--- config.mk ---
export PLATFORM = sky130hd
export DESIGN_NAME = ram_arbiter_flat
export DESIGN_NICKNAME = d
export VERILOG_FILES = /design/src/rtl/ram_arbiter_if.sv /design/src/rtl/ram_arbiter.sv /design/src/flat_wrapper.sv
export SDC_FILE = /design/constraint.sdc
export NUM_CORES = 1
export LEC_CHECK = 0
export CORE_AREA = 2 2 105 107
export CTS_CLUSTER_DIAMETER = 30
export DETAILED_ROUTE_END_ITERATION = 10
export DIE_AREA = 0 0 107 109
export MAX_ROUTING_LAYER = met4
export PLACE_DENSITY_LB_ADDON = 0.2
export SLEW_MARGIN = 40
export SYNTH_ARGS = -nofsm -noshare
export SYNTH_HDL_FRONTEND = slang
export SYNTH_SLANG_ARGS = --single-unit
--- constraint.sdc ---
create_clock -name clock -period 4.95 [get_ports clock]
set_input_delay 1.2375 -clock clock [delete_from_list [all_inputs] [get_ports clock]]
set_output_delay 1.2375 -clock clock [all_outputs]
set_load 0.01 [all_outputs]
--- src/rtl/ram_arbiter_if.sv ---
// ram_arbiter_if: fetch, data and RAM bus signals shared by the CPU side, the arbiter and the RAM.
interface ram_arbiter_if;
    logic        i_valid;
    logic [31:0] i_address;
    logic        i_ready;
    logic        i_rvalid;
    logic [31:0] i_rdata;
    logic        i_error;
    logic        d_valid;
    logic [3:0]  d_control;
    logic [31:0] d_address;
    logic [31:0] d_wdata;
    logic        d_ready;
    logic        d_rvalid;
    logic [31:0] d_rdata;
    logic        d_error;
    logic [3:0]  ram_control;
    logic [31:0] ram_address;
    logic [31:0] ram_write_data;
    logic [31:0] ram_read_data;
    modport master (
        output i_valid, i_address, d_valid, d_control, d_address, d_wdata, ram_read_data,
        input  i_ready, i_rvalid, i_rdata, i_error, d_ready, d_rvalid, d_rdata, d_error,
        input  ram_control, ram_address, ram_write_data
    );
    modport slave (
        input  i_valid, i_address, d_valid, d_control, d_address, d_wdata, ram_read_data,
        output i_ready, i_rvalid, i_rdata, i_error, d_ready, d_rvalid, d_rdata, d_error,
        output ram_control, ram_address, ram_write_data
    );
endinterface

--- src/rtl/ram_arbiter.sv ---
// ram_arbiter: single-port RAM arbiter, data-priority with bounded fetch starvation, one-cycle responses.
module ram_arbiter #(
    parameter int MAX_DATA_STREAK = 4
) (
    input logic         clock,
    input logic         reset,
    ram_arbiter_if.slave bus
);
    logic [3:0]  r_streak;
    logic        r_i_rvalid, r_i_error, r_d_rvalid, r_d_error;
    logic [31:0] r_i_rdata, r_d_rdata;
    logic        w_at_max, w_gnt_d, w_gnt_i, w_derr, w_i_mis;
    logic [3:0]  w_c;
    logic [31:0] w_rd, w_ext;

    assign w_c      = bus.d_control;
    assign w_rd     = bus.ram_read_data;
    assign w_at_max = r_streak == 4'(MAX_DATA_STREAK);
    assign w_gnt_d  = bus.d_valid & ~(bus.i_valid & w_at_max);
    assign w_gnt_i  = bus.i_valid & ~w_gnt_d;
    assign w_i_mis  = |bus.i_address[1:0];
    assign w_derr   = (w_c[1] & w_c[2])
                    | (~w_c[1] & ~w_c[2] & |bus.d_address[1:0])
                    | (w_c[2] & bus.d_address[0]);
    assign w_ext    = w_c[3] ? w_rd
                    : w_c[1] ? {{24{w_rd[7]}}, w_rd[7:0]}
                    : w_c[2] ? {{16{w_rd[15]}}, w_rd[15:0]}
                    : w_rd;

    assign bus.i_ready        = w_gnt_i;
    assign bus.d_ready        = w_gnt_d;
    // Erroneous accesses still occupy the bus but never write.
    assign bus.ram_control    = w_gnt_d ? {w_c[3:1], w_c[0] & ~w_derr} : 4'b0000;
    assign bus.ram_address    = w_gnt_d ? bus.d_address : w_gnt_i ? bus.i_address : 32'b0;
    assign bus.ram_write_data = w_gnt_d ? bus.d_wdata : 32'b0;

    assign bus.i_rvalid = r_i_rvalid;
    assign bus.i_rdata  = r_i_rdata;
    assign bus.i_error  = r_i_error;
    assign bus.d_rvalid = r_d_rvalid;
    assign bus.d_rdata  = r_d_rdata;
    assign bus.d_error  = r_d_error;

    always_ff @(posedge clock or negedge reset) begin
        if (!reset) begin
            r_streak   <= 4'd0;
            r_i_rvalid <= 1'b0;
            r_i_error  <= 1'b0;
            r_i_rdata  <= 32'b0;
            r_d_rvalid <= 1'b0;
            r_d_error  <= 1'b0;
            r_d_rdata  <= 32'b0;
        end else begin
            r_streak   <= (!bus.i_valid || w_gnt_i) ? 4'd0
                        : (w_gnt_d && !w_at_max) ? r_streak + 4'd1 : r_streak;
            r_i_rvalid <= w_gnt_i;
            r_i_error  <= w_gnt_i & w_i_mis;
            r_i_rdata  <= (w_gnt_i && !w_i_mis) ? w_rd : 32'b0;
            r_d_rvalid <= w_gnt_d;
            r_d_error  <= w_gnt_d & w_derr;
            r_d_rdata  <= (w_gnt_d && !w_c[0] && !w_derr) ? w_ext : 32'b0;
        end
    end
endmodule

--- src/flat_wrapper.sv ---
// flat-port wrapper written by rule: the top's interface ports become plain ports
module ram_arbiter_flat 
#(
    parameter int MAX_DATA_STREAK = 4
)
  (clock, reset, bus_i_valid, bus_i_address, bus_d_valid, bus_d_control, bus_d_address, bus_d_wdata, bus_ram_read_data, bus_i_ready, bus_i_rvalid, bus_i_rdata, bus_i_error, bus_d_ready, bus_d_rvalid, bus_d_rdata, bus_d_error, bus_ram_control, bus_ram_address, bus_ram_write_data);
  ram_arbiter_if bus_i ();
  input logic clock;
  input logic reset;
  input wire logic [$bits(bus_i.i_valid)-1:0] bus_i_valid;
  input wire logic [$bits(bus_i.i_address)-1:0] bus_i_address;
  input wire logic [$bits(bus_i.d_valid)-1:0] bus_d_valid;
  input wire logic [$bits(bus_i.d_control)-1:0] bus_d_control;
  input wire logic [$bits(bus_i.d_address)-1:0] bus_d_address;
  input wire logic [$bits(bus_i.d_wdata)-1:0] bus_d_wdata;
  input wire logic [$bits(bus_i.ram_read_data)-1:0] bus_ram_read_data;
  output wire logic [$bits(bus_i.i_ready)-1:0] bus_i_ready;
  output wire logic [$bits(bus_i.i_rvalid)-1:0] bus_i_rvalid;
  output wire logic [$bits(bus_i.i_rdata)-1:0] bus_i_rdata;
  output wire logic [$bits(bus_i.i_error)-1:0] bus_i_error;
  output wire logic [$bits(bus_i.d_ready)-1:0] bus_d_ready;
  output wire logic [$bits(bus_i.d_rvalid)-1:0] bus_d_rvalid;
  output wire logic [$bits(bus_i.d_rdata)-1:0] bus_d_rdata;
  output wire logic [$bits(bus_i.d_error)-1:0] bus_d_error;
  output wire logic [$bits(bus_i.ram_control)-1:0] bus_ram_control;
  output wire logic [$bits(bus_i.ram_address)-1:0] bus_ram_address;
  output wire logic [$bits(bus_i.ram_write_data)-1:0] bus_ram_write_data;
  assign bus_i.i_valid = bus_i_valid;
  assign bus_i.i_address = bus_i_address;
  assign bus_i.d_valid = bus_d_valid;
  assign bus_i.d_control = bus_d_control;
  assign bus_i.d_address = bus_d_address;
  assign bus_i.d_wdata = bus_d_wdata;
  assign bus_i.ram_read_data = bus_ram_read_data;
  assign bus_i_ready = bus_i.i_ready;
  assign bus_i_rvalid = bus_i.i_rvalid;
  assign bus_i_rdata = bus_i.i_rdata;
  assign bus_i_error = bus_i.i_error;
  assign bus_d_ready = bus_i.d_ready;
  assign bus_d_rvalid = bus_i.d_rvalid;
  assign bus_d_rdata = bus_i.d_rdata;
  assign bus_d_error = bus_i.d_error;
  assign bus_ram_control = bus_i.ram_control;
  assign bus_ram_address = bus_i.ram_address;
  assign bus_ram_write_data = bus_i.ram_write_data;
  ram_arbiter #(.MAX_DATA_STREAK(MAX_DATA_STREAK)) u_core (.clock(clock), .reset(reset), .bus(bus_i));
endmodule
==> results of run 1 <==
[report_power, final]
part           internal [mW]  leakage, nW  switching, mW  total, mW
Combinational          0.217         1.81          0.162      0.379
Sequential             0.602        0.989        0.00432      0.607
Clock                  0.172       0.0749          0.191      0.363
Total                  0.992         2.87          0.356       1.35
[worst max path at each step]
stage	from	endpoint	slack (ns)	cells past startpoint
floorplan	bus_i_valid	bus_ram_address[23]	1.45	6
global placement	bus_i_valid	bus_ram_address[0]	0.67	6
detailed placement	bus_i_valid	bus_ram_address[1]	0.64	6
CTS	bus_i_valid	bus_ram_address[1]	0.64	6
global route	bus_i_valid	bus_ram_address[4]	0.47	6
finish	bus_i_valid	bus_ram_address[29]	0.60	6
[cell families after synthesis]
| logic type | count (synthesis) |
|---|---|
| flip-flops | 72 |
| buffers and inverters | 49 |
| AO/OA/AOI/OAI | 59 |
| AND/OR/NAND/NOR | 183 |
| adder cells (fa/ha/maj) | 2 |
| XOR/XNOR | 2 |
[metrics by stage]
stage | util | instance area (µm²) | std cells | total power, mW
2_1_floorplan | - | 3580 | 367 | 0.749
3_3_place_gp | 0.599 | 6350 | 744 | 0.993
3_5_place_dp | 0.600 | 6360 | 744 | 0.998
4_1_cts | 0.614 | 6500 | 757 | 1.36
5_1_grt | 0.614 | 6500 | 757 | 1.41
6_report | 0.614 | 6500 | 757 | 1.35
[state kept, by name, summed over array words and instances, names as in the netlist]
register and count:
u_core.bus.i_rdata 32, u_core.bus.d_error 1, u_core.r_streak 4, u_core.bus.d_rvalid 1, u_core.bus.d_rdata 32, u_core.bus.i_error 1, u_core.bus.i_rvalid 1
[cell type report]
type                            count  area, µm²  share of cell area
Timing Repair Buffer              283       2800               0.431
Multi-Input combinational cell    246       1570               0.242
Clock buffer                       11        131              0.0202
Sequential cell                    72       1800               0.277
Clock inverter                      2       10.0             0.00154
Tap cell                          140        175              0.0269
Inverter                            3       11.3             0.00173
[synthesized netlist by cell type (all sizes together)]
master / number / area [µm²]
dfrtp: 72 / 1800
and3: 68 / 425
nand3: 34 / 170
nand2: 33 / 126
o21ai: 32 / 160
clkbuf: 24 / 91.3
nor4: 24 / 213
buf: 22 / 126
o211ai: 16 / 170
a21oi: 9 / 48.8
nor4b: 8 / 70.1
nor2: 5 / 18.8
inv: 3 / 11.3
ha: 2 / 25.0
nor2b: 2 / 12.5
a21boi: 1 / 7.51
and2: 1 / 6.26
and3b: 1 / 8.76
nand2b: 1 / 6.26
nand3b: 1 / 7.51
nand4b: 1 / 15.0
nor3b: 1 / 7.51
o21ba: 1 / 10.0
or2b: 1 / 7.51
or3b: 1 / 8.76
or4b: 1 / 10.0
xnor2: 1 / 8.76
xor2: 1 / 8.76
[routing by layer]
metal  wire (µm)  GRT usage  vias to the layer above
li1            -          -                     1804
met1        5060      0.259                     1729
met2        6910      0.393                      212
met3        1010     0.0502                       42
met4         578      0.115                        0
met5           0          -                        -
[cell usage in the layout (no fill, tap or decap), drive strengths merged]
cell type,n
or3b,1
nor4,24
a21boi,1
and2,1
a21oi,9
nor2b,2
nor3b,1
o21ai,32
or4b,1
nor2,5
and3,68
nand2,33
and3b,1
o21ba,1
or2b,1
clkdlybuf4s50,271
ha,2
dfrtp,72
nand3b,1
o211ai,16
buf,12
nor4b,8
clkbuf,11
nand4b,1
nand3,34
clkinv,2
xor2,1
nand2b,1
xnor2,1
inv,3
[worst max-delay path: stages]
cell and delay (ns):
clkdlybuf4s50_1 0.52, nand4b_2 0.16, nand2_2 0.11, inv_2 0.19, o21ai_0 0.30, clkdlybuf4s50_1 0.58
==> run metrics, run 1 <==
status complete, no violations; Simple-Gate Fraction of Synth Area 0.311; CTS buffer count 9; max_slew headroom 0.523; Nets 753; final setup fails 0; GP Congestion 1.04; Adder-Cell Fraction of Synth Area 0.00698; Clock Sinks 72; post-synthesis sequential area ratio 0.503; syn avg cell area 9.76 µm²; height of the chip 109 µm; Iter 0 DRT Violations 226; Filler Cell Count 888; vias in the first global route 3745; final worst slack 0.605 ns; #FFs+latches synth 72; clock slew at reported path FFs 0.07 ns; WP data required 3.71 ns; Synth Instances 367; f_max 0.230 GHz; Power Density 207 nW/µm²; period utilization 0.878; Setup Skew 0.00757 ns; largest net degree at the start of global routing 73; TritonCTS clock tree yes; row count 38; max-slew violation count 0; Die ar. 11700 µm²; htree depth 3; Routed Antenna Nets 0; DRC Markers 0; multiplexer share of the synthesized area 0; Synth-to-Final Area Change 81.5%; initial antenna violation count 0; min cycle time layout 4.35 ns; Root Buffer clkbuf_8; I/O Buffers 273; Tightest Hold Check Type reg2reg; compound-cell area share of the yosys netlist 0.111; Crit Reg-Reg Startpoint u_core.r_streak[0]$_DFFE_PN0P_; Worst VDD drop 0.104 mV; CORE AREA 10600 µm²; DR WL/cell 17.9 µm; share of cells above drive strength 1 0.0810; Inserted Diodes 0; largest family of logic cells by synthesized area simple AND/OR/NAND/NOR gates; Final Hold Fails 0; HPWL after detailed placement 10.3 mm; Yosys cell types 39; initial core utilization 0.338; final WL 13.6 mm; Crit. End Element output pin; Post-CTS Hold Fix Bufs 0; GRT Overall Usage 0.232; cts repair resizes 0; Worst EP arrival 3.11 ns; Slew @ Worst Pin 0.715 ns; postcts setup bufs 0; GR Overflow Total 0; Worst Setup Start Kind input port; Net Count, Synth 505; DRT Pass-1 Iters 5; Die Wd 107 µm; Crit Path Max Fanout 36; Hold WS 0.500 ns; reg-to-reg endpoint u_core.bus.d_rdata[14]$_DFF_PN0_; worst r2r path cells 6; Crit Path Class in2out; hold path start u_core.r_streak[0]$_DFFE_PN0P_; vias per cell 5.00; xor and xnor area share after synthesis 0.00489; Max Root-Sink Buffers 2; Max Cap Violations 0; Hold Path Sink u_core.r_streak[0]$_DFFE_PN0P_; first-pass GRT wire length 19.9 mm; Hold Path Stages 1; TNS Setup 0 ns; FF-to-FF setup slack 3.33 ns; Ports 274; synth warn 0; Clock Latency Late Sink 0.34 ns; Setup Slack @ Placement 0.643 ns; Post-Syn Area 3580 µm²; unrepaired setup endpoints after global routing false; vias post-DR 3787; Lkg Pwr 2.87 nW
No activity file was read; power rests on OpenSTA's default activity.
==> run 2: changes to the inputs <==
GPL_TIMING_DRIVEN = 0   (was default)
PLACE_DENSITY = 0.81   (was default)
PLACE_DENSITY_LB_ADDON = default   (was 0.2)
==> run 2 against run 1 <==
  * Clock-buffer cell count is 1 lower
  * Total power is 6.1% higher
  * Highest routed layer unchanged
  * Critical path depth stayed put
  * Maximum frequency is 4.1% lower
  * Global-route usage is 1.0 points lower
  * Routed wire length is 3.1% lower
==> run metrics, run 2 (synthesis results as in run 1) <==
worst r2r path cells 6 (unchanged); Crit Path Max Fanout 10 (-72%); Power Density 215 nW/µm² (+3.5%); commonest cells after routing, fill and taps aside clkdlybuf4s50_1, dfrtp_1, and3_1, nand3_1, nand2_1; GP Congestion 0.777 (-25%); period utilization 0.915 (+0.0374); DR WL/cell 16.6 µm (-7.6%); TNS Setup 0 ns (unchanged); initial antenna violation count 0 (unchanged); GR Overflow Total 0 (unchanged); Worst Setup EP bus_ram_control[0]; f_max 0.221 GHz (-4.1%); Crit Path Class in2out; Filler Cell Count 863 (-2.8%); max-slew violation count 0 (unchanged); row count 38 (unchanged); Power Total 1.43 mW (+6.1%); GRT Overall Usage 0.221 (-0.0103); final setup fails 0 (unchanged); clock slew at reported path FFs 0.07 ns (about the same); Ports 274 (unchanged); postcts setup bufs 0 (unchanged); crit path from bus_d_control[2]; Nets 787 (+4.5%); Hold Path Stages 1 (unchanged); CTS buffer count 9 (unchanged); Inserted Diodes 0 (unchanged); DRC Markers 0 (unchanged); Crit. End Element output pin; Post-CTS Hold Fix Bufs 0 (unchanged); final WL 13.1 mm (-3.1%); share of cells above drive strength 1 0.0902 (+0.00918); htree depth 3 (unchanged); height of the chip 109 µm (unchanged); Die ar. 11700 µm² (unchanged); Max Root-Sink Buffers 2 (unchanged); Lkg Pwr 2.94 nW (+2.5%); I/O Buffers 270 (-1.1%); Worst Setup Start Kind input port; first-pass GRT wire length 19.4 mm (-2.2%); TritonCTS clock tree yes; CORE AREA 10600 µm² (unchanged); HPWL after detailed placement 10.8 mm (+4.7%); Iter 0 DRT Violations 165 (-27%); reg-to-reg endpoint u_core.bus.i_rdata[12]$_DFF_PN0_; vias in the first global route 3902 (+4.2%); Clock Latency Late Sink 0.33 ns (about the same); max_slew headroom 0.601 (+0.0783); Synth-to-Final Area Change 86.0%; Max Cap Violations 0 (unchanged); initial core utilization 0.338 (unchanged); WP data required 3.71 ns (about the same); vias per cell 4.94 (-1.2%); Setup Skew 0.00877 ns (+0.00120 ns); unrepaired setup endpoints after global routing false; Clock Sinks 72 (unchanged); Final Hold Fails 0 (unchanged); cts repair resizes 0 (unchanged); Die Wd 107 µm (unchanged); Routed Antenna Nets 0 (unchanged); Tightest Hold Check Type reg2reg; vias post-DR 3925 (+3.6%); Worst VDD drop 0.158 mV (+51%); Crit Reg-Reg Startpoint u_core.r_streak[0]$_DFFE_PN0P_; largest net degree at the start of global routing 47 (-36%); DRT Pass-1 Iters 4 (-1); status complete, no violations; min cycle time layout 4.53 ns (+0.185 ns); Root Buffer clkbuf_8; FF-to-FF setup slack 3.04 ns (-0.29 ns); Worst EP arrival 3.29 ns (+0.18 ns); commonest non-fill, non-tap cell in the layout clkdlybuf4s50_1; Slew @ Worst Pin 0.596 ns (-0.120 ns)
[run 2: cell types whose count changed in the layout (fill, tap and decap cells not counted), sizes merged]
cell	delta
clkinv	+1
clkdlybuf4s50	-2
clkinvlp	+2
bufinv	+1
clkbuf	+23
buf	+12
[run 2: through the flow]
step                cell area [µm²]  instances  utilization  setup WS [ns]  hold slack (ns)
finish                         6670        794        0.629          0.419            0.503
global route                   6670        794        0.629          0.334            0.528
CTS                            6670        794        0.629          0.396            0.504
detailed placement             6480        778        0.611          0.402            0.489
global placement               6460        777        0.609          0.397            0.469
floorplan                      3580        367            -           1.45            0.452
[run 2: how the worst min path moves through the flow]
stage | start | to | slack [ns]
floorplan | u_core.r_streak[0]$_DFFE_PN0P_ | u_core.r_streak[0]$_DFFE_PN0P_ | 0.45
global placement | u_core.r_streak[0]$_DFFE_PN0P_ | u_core.r_streak[0]$_DFFE_PN0P_ | 0.47
detailed placement | u_core.r_streak[0]$_DFFE_PN0P_ | u_core.r_streak[0]$_DFFE_PN0P_ | 0.49
CTS | u_core.r_streak[0]$_DFFE_PN0P_ | u_core.r_streak[0]$_DFFE_PN0P_ | 0.50
global route | u_core.r_streak[0]$_DFFE_PN0P_ | u_core.r_streak[0]$_DFFE_PN0P_ | 0.53
finish | u_core.r_streak[0]$_DFFE_PN0P_ | u_core.r_streak[0]$_DFFE_PN0P_ | 0.50
[run 2: power by group]
part | total [mW] | internal, mW | switching, mW
Sequential | 0.607 | 0.602 | 0.00472
Clock | 0.439 | 0.230 | 0.209
Combinational | 0.384 | 0.221 | 0.163
[run 2: worst max-delay path, cell delays in order]
cell and delay, ns:
clkdlybuf4s50_1 0.53, nand2b_1 0.22, a21oi_2 0.36, buf_2 0.34
nor3b_1 0.09, clkdlybuf4s50_1 0.51
[run 2: cell type report]
cell class | count | area [µm²] | area share
plain buffers | 46 | 218 | 0.0327
clock buffers | 10 | 128 | 0.0191
clock inverters | 6 | 60.1 | 0.00901
inverters | 3 | 11.3 | 0.00169
multi-input cells | 246 | 1550 | 0.233
flip-flops and latches | 72 | 1800 | 0.270
well taps | 140 | 175 | 0.0263
repair buffers | 271 | 2720 | 0.408
[run 2: layer usage]
layer  vias to the layer above  wire length [µm]  global-route usage
li1                       1878                 -                   -
met5                         -                 0                   -
met4                         0               471              0.0937
met2                       195              6890               0.399
met1                      1820              4980               0.238
met3                        32               803              0.0436
==> run 3: changes to the inputs <==
CORE_AREA = 2 2 107 109   (was 2 2 105 107)
CTS_BUF_LIST = sky130_fd_sc_hd__clkbuf_4 sky130_fd_sc_hd__clkbuf_8   (was default)
DIE_AREA = 0 0 109 111   (was 0 0 107 109)
PLACE_DENSITY = 0.79   (was 0.81)
==> run 3 against run 2 <==
  * Critical path depth stayed put
  * Clock power is 29% higher
  * Cell area is 0.94% higher
  * Critical endpoint unchanged
  * Maximum frequency is 1.2% higher
  * Clock-buffer cell count stayed put
  * Sequential share of layout area is 0.25 points lower
  * Routed wire length is 1.1% higher
  * Worst setup slack better by 0.052 ns
  * Final cell count is 0.38% higher
==> run metrics, run 3 (synthesis results as in run 1) <==
first-pass GRT wire length 20.2 mm (+4.0%); Multi-input gate area 1550 µm² (unchanged); Tightest Hold Check Type reg2reg; min cycle time layout 4.48 ns (-0.0515 ns); I/O Buffers 270 (unchanged); CP max-delay cell clkdlybuf4s50_1; switching share of power 0.251 (-0.0125); initial antenna violation count 0 (unchanged); Clock Latency Late Sink 0.34 ns (about the same); Reg area 1800 µm² (unchanged); Crit. End Element output pin; Clock Sinks 72 (unchanged); Max Cap Violations 0 (unchanged); combinational power share 0.246 (-0.023); Nets 787 (unchanged); GR Overflow Total 0 (unchanged); unrepaired setup endpoints after global routing false; Max Root-Sink Buffers 2 (unchanged); Lkg Pwr 2.97 nW (+0.98%); DR WL/cell 16.7 µm (+0.73%); TritonCTS clock tree yes; Top delay family on crit path buffers and inverters; vias in the first global route 3878 (-0.62%); Final Util 0.607 (-0.0213); postcts setup bufs 0 (unchanged); commonest cells after routing, fill and taps aside clkdlybuf4s50_1, dfrtp_1, and3_1, nand3_1, nand2_1; period utilization 0.905 (-0.0104); Routed Antenna Nets 0 (unchanged); CP Buf/Inv Count 3 (unchanged); initial core utilization 0.324 (-0.0145); row count 39 (+2.6%); Post-CTS Hold Fix Bufs 0 (unchanged); final WL 13.3 mm (+1.1%); Synth-to-Final Area Change 87.8%; Ports 274 (unchanged); height of the chip 111 µm (+1.8%); cts repair resizes 0 (unchanged); # placed instances 781 (+0.39%); Filler Cell Count 960 (+11%); P_int 1.17 mW (+11%); f_max 0.223 GHz (+1.2%); commonest non-fill, non-tap cell in the layout clkdlybuf4s50_1; Finished Layout Cells 797 (+0.38%); TNS Setup 0 ns (unchanged); Inserted Diodes 0 (unchanged); status complete, no violations; WP data required 3.71 ns (about the same); Root Buffer clkbuf_8; CP most frequent cell clkdlybuf4s50_1; max-slew violation count 0 (unchanged); Setup Skew 0.00863 ns (-0.000141 ns); CORE AREA 11100 µm² (+4.5%); Crit Path Max Fanout 10 (unchanged); clock slew at reported path FFs 0.08 ns (about the same); vias post-DR 3849 (-1.9%); DRC Markers 0 (unchanged); Power Density 232 nW/µm² (+7.9%); final setup fails 0 (unchanged); largest net degree at the start of global routing 47 (unchanged); htree depth 3 (unchanged); vias per cell 4.83 (-2.3%); DRT Pass-1 Iters 4 (unchanged); Hold WS 0.505 ns (+0.00232 ns); Setup Slack @ Placement 0.429 ns (+0.0263 ns); power share of the sequential group 0.389 (-0.035); GRT Overall Usage 0.222 (+0.000800); max_slew headroom 0.623 (+0.0213); Worst EP arrival 3.24 ns (-0.05 ns); HPWL after detailed placement 10.7 mm (-0.83%); P_sw 391 µW (+3.8%); Die ar. 12100 µm² (+3.7%); GP Congestion 0.815 (+4.9%); Final Hold Fails 0 (unchanged); delay of the slowest critical-path stage 0.63 ns (+0.10 ns); Worst VDD drop 0.187 mV (+19%); share of cells above drive strength 1 0.0917 (+0.00153); crit-path cells clkdlybuf4s50_1, nor2_1, a21oi_2, buf_2, nor3b_1, clkdlybuf4s50_1; Die Wd 109 µm (+1.9%); Worst Setup Start Kind input port; Slew @ Worst Pin 0.564 ns (-0.0318 ns); clock share of power 0.364 (+0.057); Iter 0 DRT Violations 186 (+13%); CTS buffer count 9 (unchanged); final worst slack 0.471 ns (+0.0515 ns); Crit Path Class in2out
## run 3: worst reg2reg max path, cell delays in order (launching register included)
cell and delay [ns]:
dfrtp_1 0.42, inv_1 0.07, ha_1 0.19, nand3b_1 0.09
a21boi_1 0.48, clkbuf_1 0.35, and3_1 0.22
## run 3: path summary, 6_finish.rpt
kind                                                 from                                to  slack [ns]  cells past startpoint
setup / recovery                         bus_d_control[1]                bus_ram_control[0]        0.47                      6
hold / removal             u_core.r_streak[0]$_DFFE_PN0P_    u_core.r_streak[0]$_DFFE_PN0P_        0.50                      1
setup reg to reg           u_core.r_streak[0]$_DFFE_PN0P_   u_core.bus.i_rdata[7]$_DFF_PN0_        3.05                      6
hold reg to reg            u_core.r_streak[0]$_DFFE_PN0P_    u_core.r_streak[0]$_DFFE_PN0P_        0.50                      1
max in group asynchronous                           reset    u_core.r_streak[2]$_DFFE_PN0P_        3.61                      2
min in group asynchronous                           reset  u_core.bus.i_rdata[14]$_DFF_PN0_        0.80                      1
## run 3: per-stage QoR
step | instance area (µm²) | power, mW
2_1_floorplan | 3580 | 0.749
4_1_cts | 6730 | 1.57
3_5_place_dp | 6480 | 1.00
6_report | 6730 | 1.56
5_1_grt | 6730 | 1.64
3_3_place_gp | 6460 | 0.997
## run 3: routing by layer
layer / GRT usage / vias up / share of wire
li1: - / 1878 / -
met1: 0.256 / 1787 / 0.39
met2: 0.392 / 169 / 0.53
met3: 0.0370 / 15 / 0.063
met4: 0.0624 / 0 / 0.017
met5: - / - / 0
## run 3: layout make-up
cell class                      instances  share of cell area
Buffer                                 46              0.0324
Clock buffer                           10              0.0195
Clock inverter                          6              0.0171
Inverter                                3             0.00167
Multi-Input combinational cell        246               0.231
Sequential cell                        72               0.268
Tap cell                              143              0.0266
Timing Repair Buffer                  271               0.404
## run 3: power groups by stage
stage / combinational, mW / clock (mW) / sequential (mW)
floorplan: 0.123 / 0 / 0.625
global placement: 0.379 / 0 / 0.618
detailed placement: 0.386 / 0 / 0.618
CTS: 0.388 / 0.580 / 0.607
global route: 0.412 / 0.616 / 0.608
finish: 0.384 / 0.567 / 0.607
